`src/rtl/bi_link_dir_ctrl.sv`:
```
// Direction controller for one bidirectional BiNoC link: arbitrates ownership,
// bounds the owner's hold time under contention and inserts dead cycles on reversal.
module bi_link_dir_ctrl #(
    parameter int HOLD_MAX    = 8,
    parameter int TURN_CYCLES = 2,
    parameter int INIT_DIR    = 0,
    parameter int CNT_W       = 16
) (
    input  logic             clk,
    input  logic             rst_n,
    input  logic             req1,
    input  logic             req2,
    output logic             inout_select1,
    output logic             inout_select2,
    output logic             grant1,
    output logic             grant2,
    output logic             dir,
    output logic             turn_busy,
    output logic [CNT_W-1:0] turn_count
);

    localparam int HW = $clog2(HOLD_MAX + 1);
    localparam int TW = $clog2(TURN_CYCLES + 1);

    typedef enum logic [1:0] {
        OWN1,
        OWN2,
        TURN12,
        TURN21
    } state_t;

    state_t           state_q, state_d;
    logic [HW-1:0]    hold_q, hold_d;
    logic [TW-1:0]    turn_q, turn_d;
    logic [CNT_W-1:0] count_q, count_d;

    always_ff @(posedge clk) begin
        if (!rst_n) begin
            state_q <= (INIT_DIR != 0) ? OWN2 : OWN1;
            hold_q  <= '0;
            turn_q  <= '0;
            count_q <= '0;
        end else begin
            state_q <= state_d;
            hold_q  <= hold_d;
            turn_q  <= turn_d;
            count_q <= count_d;
        end
    end

    always_comb begin
        state_d = state_q;
        hold_d  = hold_q;
        turn_d  = turn_q;
        count_d = count_q;

        unique case (state_q)
            OWN1: begin
                if (req2 && (!req1 || hold_q == HW'(HOLD_MAX - 1))) begin
                    state_d = TURN12;
                    hold_d  = '0;
                    turn_d  = '0;
                end else if (req1 && req2) begin
                    hold_d = hold_q + HW'(1);
                end else begin
                    hold_d = '0;
                end
            end
            OWN2: begin
                if (req1 && (!req2 || hold_q == HW'(HOLD_MAX - 1))) begin
                    state_d = TURN21;
                    hold_d  = '0;
                    turn_d  = '0;
                end else if (req1 && req2) begin
                    hold_d = hold_q + HW'(1);
                end else begin
                    hold_d = '0;
                end
            end
            TURN12, TURN21: begin
                // Requests are ignored here: a started reversal always completes.
                if (turn_q == TW'(TURN_CYCLES - 1)) begin
                    state_d = (state_q == TURN12) ? OWN2 : OWN1;
                    turn_d  = '0;
                    hold_d  = '0;
                    if (count_q != '1) begin
                        count_d = count_q + CNT_W'(1);
                    end
                end else begin
                    turn_d = turn_q + TW'(1);
                end
            end
            default: state_d = OWN1;
        endcase
    end

    always_comb begin
        inout_select1 = 1'b0;
        inout_select2 = 1'b0;
        grant1        = 1'b0;
        grant2        = 1'b0;
        dir           = 1'b0;
        turn_busy     = 1'b0;

        unique case (state_q)
            OWN1: begin
                inout_select1 = 1'b1;
                grant1        = req1;
            end
            OWN2: begin
                inout_select2 = 1'b1;
                grant2        = req2;
                dir           = 1'b1;
            end
            TURN12: begin
                turn_busy = 1'b1;
            end
            TURN21: begin
                dir       = 1'b1;
                turn_busy = 1'b1;
            end
            default: ;
        endcase
    end

    assign turn_count = count_q;

endmodule
```
`config.mk`:
```
export PLATFORM = sky130hd
export DESIGN_NAME = bi_link_dir_ctrl
export DESIGN_NICKNAME = d
export VERILOG_FILES = /design/src/rtl/bi_link_dir_ctrl.sv
export SDC_FILE = /design/constraint.sdc
export NUM_CORES = 1
export LEC_CHECK = 0
export ABC_AREA = 1
export BUFFER_PORTS_ARGS = -buffer_cell sky130_fd_sc_hd__buf_2
export CORE_MARGIN = 1.5
export CORE_UTILIZATION = 59
export CTS_CLUSTER_SIZE = 25
export DETAILED_ROUTE_END_ITERATION = 8
export GPL_ROUTABILITY_DRIVEN = 0
export PLACE_DENSITY_LB_ADDON = 0.08
export SYNTH_ARGS = -nofsm -noshare
export SYNTH_HDL_FRONTEND = slang
export SYNTH_SLANG_ARGS = --single-unit
```
`constraint.sdc`:
```
create_clock -name clk -period 4.7 [get_ports clk]
set_clock_uncertainty 0.2 [all_clocks]
set_input_delay 0.235 -clock clk [delete_from_list [all_inputs] [get_ports clk]]
set_output_delay 0.235 -clock clk [all_outputs]
set_load 0.02 [all_outputs]
```
== After elaboration in Yosys (flattened, before gate mapping) ==
Index checks and enable logic that the tools add are counted.

* Bits in registers: 24
* Logic and storage cells: 49

* Reduce and logical (&&, ||, !) cells: 13
* Add/subtract/negate cells: 3
* Equality and inequality tests: 9
* Muxes and demuxes: 20

{| class="wikitable"
|+ Operators by type and width
! cell !! count
|-
| 16-bit by 1-bit adder with 16-bit output, second input constant || 1
|-
| 4-bit 2-to-1 mux || 4
|-
| 16-bit != test, second input constant || 1
|-
| 2-bit 2-to-1 mux || 6
|-
| 2-bit one-hot mux with 3 select lines || 2
|-
| 4-bit one-hot mux with 3 select lines || 1
|-
| 1-bit 2-to-1 mux || 7
|-
| 3-bit AND reduction || 2
|-
| 4-bit by 1-bit adder with 4-bit output, second input constant || 1
|-
| 2-bit by 1-bit equality test with 1-bit output, second input constant || 2
|-
| 2-bit equality test, second input constant || 2
|-
| 4-bit by 3-bit equality test with 1-bit output, second input constant || 1
|-
| 2-bit != test, second input constant || 2
|-
| 2-bit OR reduction || 2
|-
| 1-bit logical AND || 3
|-
| 2-bit by 1-bit adder with 2-bit output, second input constant || 1
|-
| 1-bit zero test || 2
|-
| 2-bit zero test || 1
|-
| 1-bit logical OR || 2
|-
| 2-bit by 1-bit != test with 1-bit output, second input constant || 1
|-
| 2-bit AND reduction || 1
|}

== Logic depth before layout (Yosys ltp) ==
Gate-level depths: netlist (run 1).

* Depth in word-level cells: 5
* Depth in mapped cells: 9
* Depth with buffers taken out: 9

== Worst setup path before layout (run 1) ==
OpenSTA, ideal clock, no wires.

* Path kind: register -> register
* From: reg count_q[1], in the netlist turn_count[1]
* To: reg count_q[5], in the netlist turn_count[5]
* Required time: 4.362 ns
* Setup time: 0.138 ns
* Stages on the path, launching flop included: 10
* Period minus slack after synthesis: 1.840 ns
* Arrival: 1.502 ns
* Path buffers: 1
* Slack: 2.860 ns
* Cell sequence: dfxtp_1 > ha_1 > nand3_2 > clkinv_2 > nand2_2 > o21ai_4 > inv_2 > buf_6 > nand2_1 > a21oi_2

* Word-level cells in the longest chain between the ends: 2
* Elaborated cells between the ends (all ways): 3

{| class="wikitable"
|+ RTL lines
! element !! RTL line !! source
|-
| start: declaration || 35 || <nowiki>logic [CNT_W-1:0] count_q, count_d;</nowiki>
|-
| start signal: assignment || 47 || <nowiki>count_q <= count_d;</nowiki>
|-
| branches (longest 2 deep; another with 16-bit by 1-bit adder with 16-bit output) || n/a ||
|}

Several ways; the timed one is not identified.
A chain may end at the register's enable or synchronous reset.

== Worst setup path after layout (run 1) ==
* From: reg count_q[0], in the netlist turn_count[0]
* To: reg count_q[11], in the netlist turn_count[11]

The elaborated chain is that of the path after synthesis.

==> run_results.csv, run 1 <==
group,metric,value,unit
detailed_routing,ant_nets,0,
clock_tree,tritoncts,"yes",
outcome,status,"finished, final reports clean",
setup_path,startpoint_type,"flop",
floorplanning,die_area,0.00282,mm^2
synthesis,synth-async-reset-ratio,0,%
floorplanning,initial_core_util,64.5,%
setup_path,path_buf_inv,2,
place,postPlaceCellArea,0.00162,mm^2
finish,multi_input_area,876,um^2
synthesis,yosysTopAreaCell,"dfxtp_1",
synthesis,ys_seq_elements,24,
synthesis,synth_edf_count,0,
detailed_routing,dr.pass1.iters,4,
clock_tree,cts-root-buf,"clkbuf_4",
clock_tree,cts_buffer_depth,2,
clock_tree,cts.sinks,24,
power,p_int,389,uW
floorplanning,die_w,53.1,um
timing,period_share,43.4,%
power,sw_frac_of_total,39.5,%
synthesis,yosys.cell_types.count,26,
global_routing,grt_pass1_vias,1203,
finish,area_growth,13.3,%
clock_tree,cts_buffers,3,
power,power.density,384,mW/mm^2
finish,fill_cells,218,
synthesis,syn_inst,224,
timing,slew_headroom,58.5,%
timing,max_freq,491,MHz
finish,fin_area,0.00168,mm^2
detailed_routing,wl,3030,um
synthesis,mappedNetlistArea,0.00148,mm^2
timing,worst_pin_slew,0.622,ns
clock_tree,clkTransAtPathRegs,0.14,ns
power,p_seq_share,36.9,%
power,power_frac_comb,39.6,%
global_routing,antenna_found_initial,0,
detailed_routing,drc,0,
setup_path,crit_path_end_kind,"flop",
setup_path,crit_arrival,2.03,ns
worst_hold_path,hold_class,"input port to flop",
synthesis,yosys-top-cells-count,"nand2_1, nor2_1, dfxtp_1, inv_1, a21oi_1",
floorplanning,core,0.00230,mm^2
timing,rsz0062_at_grt,"no",
floorplanning,rows,17,
global_routing,grt_max_degree,17,
synthesis,ys_top_cells_by_area,"dfxtp_1, nand2_1, nor2_1",
power,total_leakage_power,0.000748,uW
clock_tree,cts-resized-gates,0,
setup_path,max_stage_delay,0.43,ns
power,p_switching,255,uW
place,portBuffers,25,
timing,fin_crit,2.04,ns
detailed_routing,via_per_inst,5.06,
synthesis,synthFlopType,"dfxtp_1",
clock_tree,clk_latency,0.32,ns
power,pwr-share-clk,23.5,%
worst_hold_path,whs_path_depth,5,
setup_path,crit_type,"flop to flop",
detailed_routing,drt_iter0_drc,26,
setup_path,crit_required,4.69,ns
global_routing,grtUsageTotal,24.6,%
setup_path,cp_max_fo,14,
detailed_routing,vias,1413,
finish,drive_gt1_share,17.9,%
synthesis,synthesis.nets,235,
clock_tree,htreeDepth,1,
setup_path,cpMaxStageDelayCell,"dfxtp_1",
setup_path,reg2reg_depth,8,
synthesis,yosysSeqAreaShare,32.4,%
synthesis,synth_area_per_cell,6.61,um^2
worst_hold_path,hp-start,"req2",
run,cap_violations,0,
finish,fin_nets,263,
timing,setup_tns,0,ns
synthesis,ys_warn_count,0,
power,irDropWorstVdd,0.356,mV
synthesis,synth_top_cell_area_share,32.4,%
global_routing,overflow,0,
setup_path,reg2reg_from,"turn_count[0]$_SDFFE_PN0P_",
place,post-dp-hpwl,2250,um
detailed_routing,wl_per_cell,10.8,um
setup_path,reg2reg_to,"turn_count[11]$_SDFFE_PN0P_",
floorplanning,io-pin-count,26,
timing,setup_violations,0,
setup_path,crit_family,"flip-flops",
finish,n_antenna_cell,0,
timing,drv_slew,0,
setup_path,r2r_slack,2.66,ns
worst_hold_path,hold_end,"turn_q[0]$_SDFFE_PN0P_",
timing,hold_viol_final,0,
setup_path,path_cells,"ha_1 -> nand3_2 -> clkinv_2 -> nand2_2 -> o21ai_4 -> inv_2 -> nand2_1 -> a21oi_1",
synthesis,synth_most_common_cell,"nand2_1",
finish,final-seq-area,480,um^2
floorplanning,die_h,53.1,um
global_routing,grt_pass1_wl,5180,um
## power groups by stage
stage               registers (uW)  logic, uW  clock network, uW
global route                   240        293                160
floorplan                      243        198                  0
finish                         237        255                151
detailed placement             242        255                  0
global placement               242        250                  0
CTS                            237        256                153
## registers in the layout (all words and copies together) (netlist names)
register / count
hold_q: 4
state_q: 2
turn_count: 16
turn_q: 2
## metal layers
| layer | routed length [um] | GRT usage [%] | vias to the layer above |
|---|---|---|---|
| li1 | - | - | 761 |
| met1 | 1580 | 34.6 | 612 |
| met2 | 1250 | 38.8 | 38 |
| met3 | 179 | 5.93 | 2 |
| met4 | 14 | 3.85 | 0 |
| met5 | 0 | 0 | - |
## cells in the final DEF, fill, tap and decap left out, types with 3 or more instances in the layout
| cell type | netlist | final |
|---|---|---|
| a21oi_1 | 15 | 15 |
| a21oi_2 | 6 | 6 |
| buf_2 | 0 | 25 |
| clkbuf_4 | 0 | 3 |
| dfxtp_1 | 24 | 24 |
| ha_1 | 7 | 7 |
| inv_1 | 24 | 24 |
| nand2_1 | 75 | 75 |
| nand3_1 | 10 | 10 |
| nand4_1 | 7 | 7 |
| nor2_1 | 29 | 29 |
| o21ai_0 | 4 | 4 |
| xnor2_1 | 4 | 4 |
## worst max-delay path by stage
stage,start,to,slack (ns),depth (start not counted)
floorplan,turn_count[1]$_SDFFE_PN0P_,turn_count[5]$_SDFFE_PN0P_,2.86,9
global placement,turn_count[1]$_SDFFE_PN0P_,turn_count[15]$_SDFFE_PN0P_,2.71,8
detailed placement,turn_count[1]$_SDFFE_PN0P_,turn_count[11]$_SDFFE_PN0P_,2.68,8
CTS,turn_count[0]$_SDFFE_PN0P_,turn_count[15]$_SDFFE_PN0P_,2.65,8
global route,turn_count[0]$_SDFFE_PN0P_,turn_count[0]$_SDFFE_PN0P_,2.48,8
finish,turn_count[0]$_SDFFE_PN0P_,turn_count[11]$_SDFFE_PN0P_,2.66,8
## kinds of logic (layout without fill, tap and decap cells)
kind of cell	count (synthesis)	after routing	share of synthesized area (%)
compound gates	27	27	11.6
fa+ha+maj	7	7	5.91
flops	24	24	32.4
simple gates	131	131	38.1
buf+inv	29	56	8.45
xor+xnor	6	6	3.55
## worst min-delay path: stages
cell and delay [ns]:
buf_2 0.12, nand2_1 0.06, nand2_1 0.06, nand2_1 0.07, a21oi_1 0.06
## area by class of cell
class                           instances  area share [%]
Clock inverter                          1            1.79
Clock buffer                            3            1.34
Timing Repair Buffer                   26            8.05
Inverter                               26            5.89
Sequential cell                        24            28.6
Tap cell                               28            2.09
Multi-Input combinational cell        171            52.2
## stage by stage
stage | power, uW | util, % | hold slack [ns] | setup WS (ns) | std cells
6_report | 644 | 73.0 | 0.122 | 2.66 | 279
5_1_grt | 693 | 73.0 | 0.146 | 2.48 | 279
4_1_cts | 646 | 73.0 | 0.120 | 2.65 | 279
3_5_place_dp | 497 | 70.3 | 0.283 | 2.68 | 274
3_3_place_gp | 492 | 70.3 | 0.285 | 2.71 | 274
2_1_floorplan | 441 | - | 0.155 | 2.86 | 224
## what timing repair did
item / in CTS / in global routing
hold buffers: 1 / 0
buffers inserted: 0 / 0
endpoints found under the hold margin: 4 / 0
No activity file was read; power rests on OpenSTA's default activity.
==> inputs of run 2 (changes only) <==
--- a/config.mk
+++ b/config.mk
@@ -8,7 +8,7 @@
 export ABC_AREA = 1
 export BUFFER_PORTS_ARGS = -buffer_cell sky130_fd_sc_hd__buf_2
 export CORE_MARGIN = 1.5
-export CORE_UTILIZATION = 59
+export CORE_UTILIZATION = 55
 export CTS_CLUSTER_SIZE = 25
 export DETAILED_ROUTE_END_ITERATION = 8
 export GPL_ROUTABILITY_DRIVEN = 0
==> constraint.sdc (replaced) <==
create_clock -name clk -period 2 [get_ports clk]
set_clock_uncertainty 0.2 [all_clocks]
set_input_delay 0.1 -clock clk [delete_from_list [all_inputs] [get_ports clk]]
set_output_delay 0.1 -clock clk [all_outputs]
set_load 0.02 [all_outputs]
==> run 2 against run 1 <==
  * Routed wire length is 3.9% higher
  * Final cell count is 5.0% higher
  * Flip-flop and latch count did not move
  * Largest power group unchanged
  * Highest routed layer unchanged
==> run_results.csv, run 2 (same netlist as run 1, synthesis figures left out) <==
group,metric,value,unit
outcome,status,"finished, final reports clean",
worst_hold_path,whs_path_depth,2,
worst_hold_path,hold_class,"flop to flop",
timing,hold_viol_final,0,
setup_path,r2r_slack,0.17,ns
timing,worst_pin_slew,0.283,ns
setup_path,reg2reg_depth,8,
detailed_routing,ant_nets,0,
floorplanning,core,0.00252,mm^2
timing,whs,0.309,ns
finish,drive_gt1_share,21.3,%
timing,max_freq,546,MHz
timing,rsz0062_at_grt,"no",
clock_tree,clkTransAtPathRegs,0.14,ns
detailed_routing,drc,0,
timing,slew_headroom,81.1,%
clock_tree,tritoncts,"yes",
clock_tree,cts_buffer_depth,2,
detailed_routing,wl_per_cell,10.7,um
clock_tree,cts.sinks,24,
clock_tree,cts_buffers,3,
clock_tree,cts-root-buf,"clkbuf_4",
clock_tree,post_cts_buffers,0,
setup_path,startpoint_type,"flop",
setup_path,reg2reg_from,"turn_count[0]$_SDFFE_PN0P_",
setup_path,reg2reg_to,"turn_count[1]$_SDFFE_PN0P_",
detailed_routing,vias,1464,
power,total_leakage_power,0.000811,uW
floorplanning,die_area,0.00301,mm^2
global_routing,grt_pass1_vias,1221,
timing,setup_tns,0,ns
global_routing,grtUsageTotal,22.5,%
timing,period_share,91.6,%
power,power.density,882,mW/mm^2
finish,largest_register_ffs,16,
floorplanning,io-pin-count,26,
clock_tree,htreeDepth,1,
setup_path,cp_max_fo,13,
finish,layout_common_cells,"nand2_1, nor2_1, buf_2",
finish,area_growth,20.4,%
run,cap_violations,0,
timing,drv_slew,0,
setup_path,crit_path_end_kind,"flop",
place,portBuffers,25,
detailed_routing,wl,3150,um
detailed_routing,via_per_inst,5.00,
global_routing,grt_pass1_wl,4970,um
finish,fin_nets,275,
setup_path,crit_type,"flop to flop",
floorplanning,die_h,54.9,um
detailed_routing,dr.pass1.iters,4,
detailed_routing,drt_iter0_drc,37,
floorplanning,rows,18,
finish,final_common_cell,"nand2_1",
power,irDropWorstVdd,0.894,mV
worst_hold_path,hold_end,"turn_q[1]$_SDFFE_PN0P_",
timing,setup_violations,0,
global_routing,grt_max_degree,15,
worst_hold_path,hp-start,"turn_q[1]$_SDFFE_PN0P_",
finish,fill_cells,232,
global_routing,overflow,0,
power,p_total,1570,uW
floorplanning,die_w,54.9,um
timing,fin_crit,1.83,ns
setup_path,crit_required,2.04,ns
finish,n_antenna_cell,0,
place,post-dp-hpwl,2410,um
setup_path,crit_arrival,1.87,ns
global_routing,antenna_found_initial,0,
clock_tree,clk_latency,0.33,ns
floorplanning,initial_core_util,58.7,%
## run 2: cell types whose count changed in the layout (fill, tap and decap cells not counted), sizes merged
cell | previous run | this run
dlygate4sd3 | 1 | 3
buf | 25 | 35
## run 2: area by class of cell
cell class | instances | area, um^2 | area share (%)
inverters | 26 | 98.8 | 5.54
multi-input cells | 171 | 883 | 49.5
clock buffers | 3 | 22.5 | 1.26
clock inverters | 1 | 30.0 | 1.68
flip-flops and latches | 24 | 480 | 26.9
well taps | 30 | 37.5 | 2.11
repair buffers | 38 | 230 | 12.9
## run 2: repair_timing
item | in CTS | in global routing
setup endpoints to repair | 0 | 4
resized for setup | 0 | 2
hold buffers | 3 | 0
hold endpoints to repair | 11 | 0
## run 2: worst max path at each step
stage / depth (start not counted) / endpoint / startpoint
floorplan: 9 / turn_count[5]$_SDFFE_PN0P_ / turn_count[1]$_SDFFE_PN0P_
global placement: 8 / state_q[1]$_SDFFE_PN0P_ / state_q[0]$_SDFFE_PN0P_
detailed placement: 8 / hold_q[1]$_SDFFE_PN0P_ / state_q[0]$_SDFFE_PN0P_
CTS: 8 / hold_q[1]$_SDFFE_PN0P_ / state_q[0]$_SDFFE_PN0P_
global route: 8 / turn_count[0]$_SDFFE_PN0P_ / turn_count[1]$_SDFFE_PN0P_
finish: 8 / turn_count[1]$_SDFFE_PN0P_ / turn_count[0]$_SDFFE_PN0P_
## run 2: metrics by stage
step	setup WS, ns	cell area [um^2]	std cells	utilization [%]
after global placement	0.177	1690	286	67.1
final	0.168	1780	293	70.7
after floorplan	0.160	1480	224	-
after global routing	0.0323	1780	293	70.7
after CTS	0.0361	1780	293	70.4
after detailed placement	0.0501	1690	286	67.1
## run 2: report_power, final
group	total [uW]	switching (uW)	internal [uW]
clock	358	155	203
sequential	558	37.1	521
combinational	656	426	231
## run 2: critical path, stage by stage, from the launching register on
cell and delay (ns):
dfxtp_1 0.43, ha_1 0.21, nand3_2 0.13, clkinv_2 0.10, nand2_2 0.06, o21ai_4 0.28
inv_2 0.18, nor2_1 0.12, nor2_1 0.05
## run 2: per-layer routing
metal,share of wire [%],routed length [um],track usage [%],up-vias
li1,-,-,-,791
met1,50,1580,31.2,644
met2,46,1450,36.9,26
met3,3.0,93,3.23,3
met4,0.73,23,5.69,0
met5,0,0,0,-
